===== config.mk =====
export PLATFORM = sky130hd
export DESIGN_NAME = clock_gate_scheduler_flat
export DESIGN_NICKNAME = d
export VERILOG_FILES = /design/src/rtl/clock_gate_pkg.sv /design/src/rtl/clock_gate_scheduler_if.sv /design/src/rtl/clock_gate_sat_counter.sv /design/src/rtl/clock_gate_scheduler.sv /design/src/flat_wrapper.sv
export SDC_FILE = /design/constraint.sdc
export NUM_CORES = 1
export LEC_CHECK = 0
export ABC_AREA = 1
export CELL_PAD_IN_SITES_DETAIL_PLACEMENT = 1
export CELL_PAD_IN_SITES_GLOBAL_PLACEMENT = 1
export CORE_MARGIN = 2
export CORE_UTILIZATION = 32
export CTS_CLUSTER_SIZE = 30
export DETAILED_ROUTE_END_ITERATION = 10
export PLACE_DENSITY_LB_ADDON = 0.1
export SLEW_MARGIN = 20
export SYNTH_ARGS = -nofsm -noshare
export SYNTH_HDL_FRONTEND = slang
export SYNTH_SLANG_ARGS = --single-unit

===== constraint.sdc =====
create_clock -name clock -period 1.4 [get_ports clock]
set_input_delay 0.21 -clock clock [delete_from_list [all_inputs] [get_ports clock]]
set_output_delay 0.21 -clock clock [all_outputs]
set_load 0.05 [all_outputs]

===== src/rtl/clock_gate_pkg.sv =====
// Shared types and constants for the clock-gate scheduler: FSM state encoding,
// clock-enable polarity and the width helper for the drain/resume down-counter.
package clock_gate_pkg;

  typedef enum logic [1:0] {
    RUN    = 2'd0,
    DRAIN  = 2'd1,
    STALL  = 2'd2,
    RESUME = 2'd3
  } state_e;

  // The clock buffer CE is active-low: 0 lets the compute clock run.
  localparam logic CE_ENABLE = 1'b0;
  localparam logic CE_GATE   = ~CE_ENABLE;

  // Bits needed to hold max(drain_cycles, resume_cycles) in the shared down-counter.
  function automatic int cnt_width(input int drain_cycles, input int resume_cycles);
    int max_cycles;
    max_cycles = (drain_cycles > resume_cycles) ? drain_cycles : resume_cycles;
    return $clog2(max_cycles + 1);
  endfunction

endpackage


===== src/rtl/clock_gate_scheduler_if.sv =====
// Requester-side bundle of the clock-gate scheduler. The stall_cycles member
// exists only when CLOCK_GATE_STALL_COUNTER_EN is defined.
interface clock_gate_scheduler_if #(
  parameter int NUM_REQ = 4
`ifdef CLOCK_GATE_STALL_COUNTER_EN
  , parameter int CNT_W = 32
`endif
);

  logic [NUM_REQ-1:0] req;
  logic [NUM_REQ-1:0] ack;
  logic               clock_enable_n;
  logic               stalled;
`ifdef CLOCK_GATE_STALL_COUNTER_EN
  logic [CNT_W-1:0]   stall_cycles;
`endif

  modport master (
    output req,
    input  ack,
    input  clock_enable_n,
    input  stalled
`ifdef CLOCK_GATE_STALL_COUNTER_EN
    , input stall_cycles
`endif
  );

  modport slave (
    input  req,
    output ack,
    output clock_enable_n,
    output stalled
`ifdef CLOCK_GATE_STALL_COUNTER_EN
    , output stall_cycles
`endif
  );

endinterface


===== src/rtl/clock_gate_sat_counter.sv =====
// Saturating up-counter of gated source cycles; holds at all-ones, cleared by
// the synchronous active-high reset.
module clock_gate_sat_counter #(
  parameter int W = 32
) (
  input  logic         clock,
  input  logic         reset,
  input  logic         inc,
  output logic [W-1:0] count
);

  logic [W-1:0] count_q;
  logic [W-1:0] count_d;

  always_comb begin
    count_d = count_q;
    if (inc && (count_q != '1)) begin
      count_d = count_q + W'(1);
    end
  end

  always_ff @(posedge clock) begin
    if (reset) begin
      count_q <= '0;
    end else begin
      count_q <= count_d;
    end
  end

  assign count = count_q;

endmodule


===== src/rtl/clock_gate_scheduler.sv =====
// Stall-request arbiter driving the active-low CE of a glitchless clock buffer
// (RUN -> DRAIN -> STALL -> RESUME). Runs on the free-running source clock.
// Define CLOCK_GATE_STALL_COUNTER_EN to add the saturating stall_cycles counter.
module clock_gate_scheduler
  import clock_gate_pkg::*;
#(
  parameter int NUM_REQ       = 4,
  parameter int DRAIN_CYCLES  = 2,
  parameter int RESUME_CYCLES = 1
`ifdef CLOCK_GATE_STALL_COUNTER_EN
  , parameter int CNT_W       = 32
`endif
) (
  input logic                   clock,
  input logic                   reset,
  clock_gate_scheduler_if.slave bus
);

  localparam int CW = cnt_width(DRAIN_CYCLES, RESUME_CYCLES);

  state_e             state_q, state_d;
  logic [CW-1:0]      cnt_q, cnt_d;
  logic               ce_n_q, ce_n_d;
  logic               stalled_q, stalled_d;
  logic [NUM_REQ-1:0] ack_q, ack_d;
  logic               any_req;

  assign any_req = |bus.req;

  // NOTE: every signal gets a default before the case so no path leaves it
  // unassigned; a missing default here would infer a latch.
  always_comb begin
    state_d = state_q;
    cnt_d   = cnt_q;
    unique case (state_q)
      RUN: begin
        if (any_req) begin
          state_d = DRAIN;
          cnt_d   = CW'(DRAIN_CYCLES - 1);
        end
      end
      DRAIN: begin
        if (!any_req) begin
          state_d = RUN;
        end else if (cnt_q == '0) begin
          state_d = STALL;
        end else begin
          cnt_d = cnt_q - CW'(1);
        end
      end
      STALL: begin
        if (!any_req) begin
          state_d = RESUME;
          cnt_d   = CW'(RESUME_CYCLES - 1);
        end
      end
      RESUME: begin
        // Requests raised here are only looked at once the hold expires.
        if (cnt_q == '0) begin
          if (any_req) begin
            state_d = DRAIN;
            cnt_d   = CW'(DRAIN_CYCLES - 1);
          end else begin
            state_d = RUN;
          end
        end else begin
          cnt_d = cnt_q - CW'(1);
        end
      end
      default: state_d = RUN;
    endcase

    ce_n_d    = (state_d == STALL) ? CE_GATE : CE_ENABLE;
    stalled_d = (state_d == STALL);
    // Grant only from a STALL cycle, so CE was already high a cycle earlier.
    ack_d     = (state_q == STALL) ? bus.req : '0;
  end

  // NOTE: state and outputs are updated with non-blocking assignments, and the
  // reset is synchronous: it is sampled on the source clock edge like any input.
  always_ff @(posedge clock) begin
    if (reset) begin
      state_q   <= RUN;
      cnt_q     <= '0;
      ce_n_q    <= CE_ENABLE;
      stalled_q <= 1'b0;
      ack_q     <= '0;
    end else begin
      state_q   <= state_d;
      cnt_q     <= cnt_d;
      ce_n_q    <= ce_n_d;
      stalled_q <= stalled_d;
      ack_q     <= ack_d;
    end
  end

  assign bus.ack            = ack_q;
  assign bus.clock_enable_n = ce_n_q;
  assign bus.stalled        = stalled_q;

`ifdef CLOCK_GATE_STALL_COUNTER_EN
  clock_gate_sat_counter #(
    .W(CNT_W)
  ) u_stall_counter (
    .clock (clock),
    .reset (reset),
    .inc   (ce_n_q == CE_GATE),
    .count (bus.stall_cycles)
  );
`endif

endmodule

===== src/flat_wrapper.sv =====
// flat-port wrapper written by rule: the top's interface ports become plain ports
module clock_gate_scheduler_flat import clock_gate_pkg::*;
#(
  parameter int NUM_REQ       = 4,
  parameter int DRAIN_CYCLES  = 2,
  parameter int RESUME_CYCLES = 1

)
  (clock, reset, bus_req, bus_ack, bus_clock_enable_n, bus_stalled);
  clock_gate_scheduler_if #(.NUM_REQ(NUM_REQ)) bus_i ();
  input logic clock;
  input logic reset;
  input wire logic [$bits(bus_i.req)-1:0] bus_req;
  output wire logic [$bits(bus_i.ack)-1:0] bus_ack;
  output wire logic [$bits(bus_i.clock_enable_n)-1:0] bus_clock_enable_n;
  output wire logic [$bits(bus_i.stalled)-1:0] bus_stalled;
  assign bus_i.req = bus_req;
  assign bus_ack = bus_i.ack;
  assign bus_clock_enable_n = bus_i.clock_enable_n;
  assign bus_stalled = bus_i.stalled;
  clock_gate_scheduler #(.NUM_REQ(NUM_REQ), .DRAIN_CYCLES(DRAIN_CYCLES), .RESUME_CYCLES(RESUME_CYCLES)) u_core (.clock(clock), .reset(reset), .bus(bus_i));
endmodule

==> summary.md <==
| Metric | Value |
|---|---|
| Status | finished, final reports clean |
| Minimum clock period after layout | 1250 ps |
| Max clock buf depth | 2 |
| Reg2reg path depth | 7 |
| Post-synth cell types | 16 |
| Synthesized flop and latch total | 9 |
| Ranking of synthesized cells by area | dfxtp_1 (33%), nand2_1 (17%), inv_1 (10%) |
| H-tree depth | 1 |
| CP arrival | 1410 ps |
| Worst-path clk slew | 60 ps |
| Fmax | 799 MHz |
| R2r startpoint | u_core.cnt_q[0] |
| Initial antenna violation count | 0 |
| Routed Antenna Nets | 0 |
| Iteration count of the initial detailed-routing pass | 4 |
| DP HPWL | 1130 um |
| Max-cap violations | 0 |
| Area leader, netlist | dfxtp_1 |
| R2r setup slk | 150 ps |
| Number of global-route vias before repair | roughly 540 |
| Worst path bufs/invs | 3 |
| Mapped cell area | 541 um^2 |
| Pin count of the biggest net entering global routing | 7 |
| CP Depth | 7 |
| Slew margin rel. | 82.7% |
| Total gr overflow | 0 |
| Die ar. | 2030 um^2 |
| Num CTS Buffers | 3 |
| Clk_lat worst skew | 270 ps |
| Synthesized Nets | 91 |
| Fin. Hold Viols | 0 |
| Clk_skew | 7.83 ps |
| Sequential fraction of the synthesis area | 33.3% |
| Critical path class | reg -> reg |
| CTS tree | built |
| Area occupied by multi-input gates | 285 um^2 |
| RSZ-0062 raised after global routing | false |
| First-pass GRT wire length | 2330 um |
| Post-Place Setup Slack | -33.5 ps |
| IO Pins | 12 |
| Row count | 14 |
| Syn-to-layout area delta | 40.3% |
| Synth Warn # | 0 |
| Worst flop-to-flop path endpoint | u_core.state_q[0] |
| Endpoint class of the critical path | flip-flop |
| CP required | 1560 ps |
| Number of setup violations in the final report | 0 |
| Total global-route track usage | 16.7% |
| Critical-path top delay cell | dfxtp_2 |
| PD cells | 1740 nW/um^2 |
| Worst path cell trace | inv_1 > ha_1 > inv_1 > o21ai_1 > nand3_1 > nand2_1 > inv_1 |
| Wire length per cell | around 12 um |
| Diode count | 0 |
| Min-Delay Path Class | in -> reg |
| First-iteration detailed-routing DRC count | 13 |
| Clock Sinks | 9 |
| CP Max Fanout | 5 |
| Top delay family on crit path | flip-flops |
| Origin of the worst setup path | u_core.cnt_q[0] |
| Most frequent CP cell | inv_1 |
| DR DRC count | 0 |
| Worst Slack Setup Final | ~150 ps |
| Routability Congestion | 0.784 |
| Vias per cell | 4.63 |
| Root Driver | clkbuf_4 |
| Die Width | 45.1 um |
| Fill count | 200 |
| Layout cell share with drive strength beyond 1 | approximately a fifth |
| Crit path largest cell delay | 340 ps |
| Worst setup SP type | flip-flop |
| Via count | 523 |
| Final wirelength | between 1000 and 1500 um |
| Seq. cell area | 181 um^2 |
| Final Slew Violations | 0 |
| Sum of negative setup slack | 0 ps |
| Port Buf Inserts | 11 |
| Share of the synthesized area in the top cell type | between 30 and 40% |
| Highest ir drop seen on vdd | 0.655 mV |
| CP Capture Point | u_core.state_q[0] |
| Mapped Cells | 82 |
| Leakage | 0.389 nW |
| Period utilization | 89.4% |
| Post-CTS Setup Inserts | 0 |
| Initial Util | between 30% and 40% |
| Worst-margin pin slew | about 260 ps |
| Post-Syn Area per Cell | roughly 6.6 um^2 |
| Area of the core | 1540 um^2 |
| Final #Nets | 107 |
| Die H | between 40 and 50 um |
==> worst min-delay path by stage <==
stage / from / endpoint / slack [ps] / cells past startpoint
2_1_floorplan: reset / u_core.cnt_q[1] / 270 / 1
3_3_place_gp: u_core.cnt_q[1] / u_core.cnt_q[1] / 610 / 3
3_5_place_dp: u_core.cnt_q[1] / u_core.cnt_q[1] / 610 / 3
4_1_cts: reset / u_core.cnt_q[1] / 530 / 2
5_1_grt: reset / u_core.cnt_q[1] / 540 / 2
6_report: reset / u_core.cnt_q[1] / 530 / 2
==> area by class of cell <==
| cell class | instances | share of cell area, % |
|---|---|---|
| clock buffers | 4 | 3.47 |
| repair buffers | 12 | 23.4 |
| multi-input cells | 54 | 37.6 |
| flip-flops and latches | 9 | 23.9 |
| well taps | 16 | 2.64 |
| inverters | 18 | 8.91 |
==> metal layers <==
layer	vias up	global-route usage, %	part of all wire, %
li1	274	-	-
met1	235	18.4	41
met2	10	28.9	53
met3	4	6.00	5.1
met4	0	7.06	1.4
met5	-	0	0
==> cell usage in the layout, fill, tap and decap left out, drive strengths merged <==
cell and count:
a21oi 2, buf 7, clkbuf 4, clkdlybuf4s50 5
clkinv 1, dfxtp 9, ha 3, inv 17
nand2 26, nand3 4, nand4 3, nor2 12
o21ai 4
==> report_power, final <==
part	leakage, nW	switching, mW	internal, mW	total [mW]
combinational	0.300	0.427	0.291	0.718
clock	0.0150	0.0935	0.110	0.203
sequential	0.0738	0.0773	0.322	0.399
total	0.389	0.598	0.722	1.32
==> through the flow <==
step | cells | cell area, um^2 | power [mW] | utilization, % | hold WS, ps
final | 113 | 758 | 1.32 | 49.2 | 528
after global routing | 113 | 758 | 1.45 | 49.2 | 543
after CTS | 113 | 757 | 1.35 | 49.1 | 530
after detailed placement | 109 | 731 | 1.13 | 47.4 | 611
after global placement | 109 | 731 | 1.11 | 47.4 | 607
after floorplan | 82 | 541 | 0.867 | - | 272
==> what timing repair did <==
action | in CTS | in global routing
hold buffers | 0 | 0
endpoints found under the setup margin | 0 | 2
endpoints found under the hold margin | 0 | 0
resized for setup | 0 | 1
==> Yosys cell counts, drive strengths merged <==
cell    number
a21oi        2
buf          1
clkinv       1
dfxtp        9
ha           3
inv         17
nand2       26
nand3        4
nand4        3
nor2        12
o21ai        4
==> sequential cells by signal, indices dropped and copies added (netlist names) <==
| signal | count |
|---|---|
| u_core.bus.ack | 4 |
| u_core.cnt_q | 2 |
| u_core.state_q | 2 |
| u_core.bus.clock_enable_n | 1 |
==> kinds of logic (layout without fill, tap and decap cells) <==
kind of cell	count (synthesis)	after routing	synth area share [%]
AND/OR/NAND/NOR	45	45	39.6
adder cells (fa/ha/maj)	3	3	6.95
AO/OA/AOI/OAI	6	6	6.25
buffers and inverters	19	34	13.9
flip-flops	9	9	33.3
(Power assumes the default switching activity.)
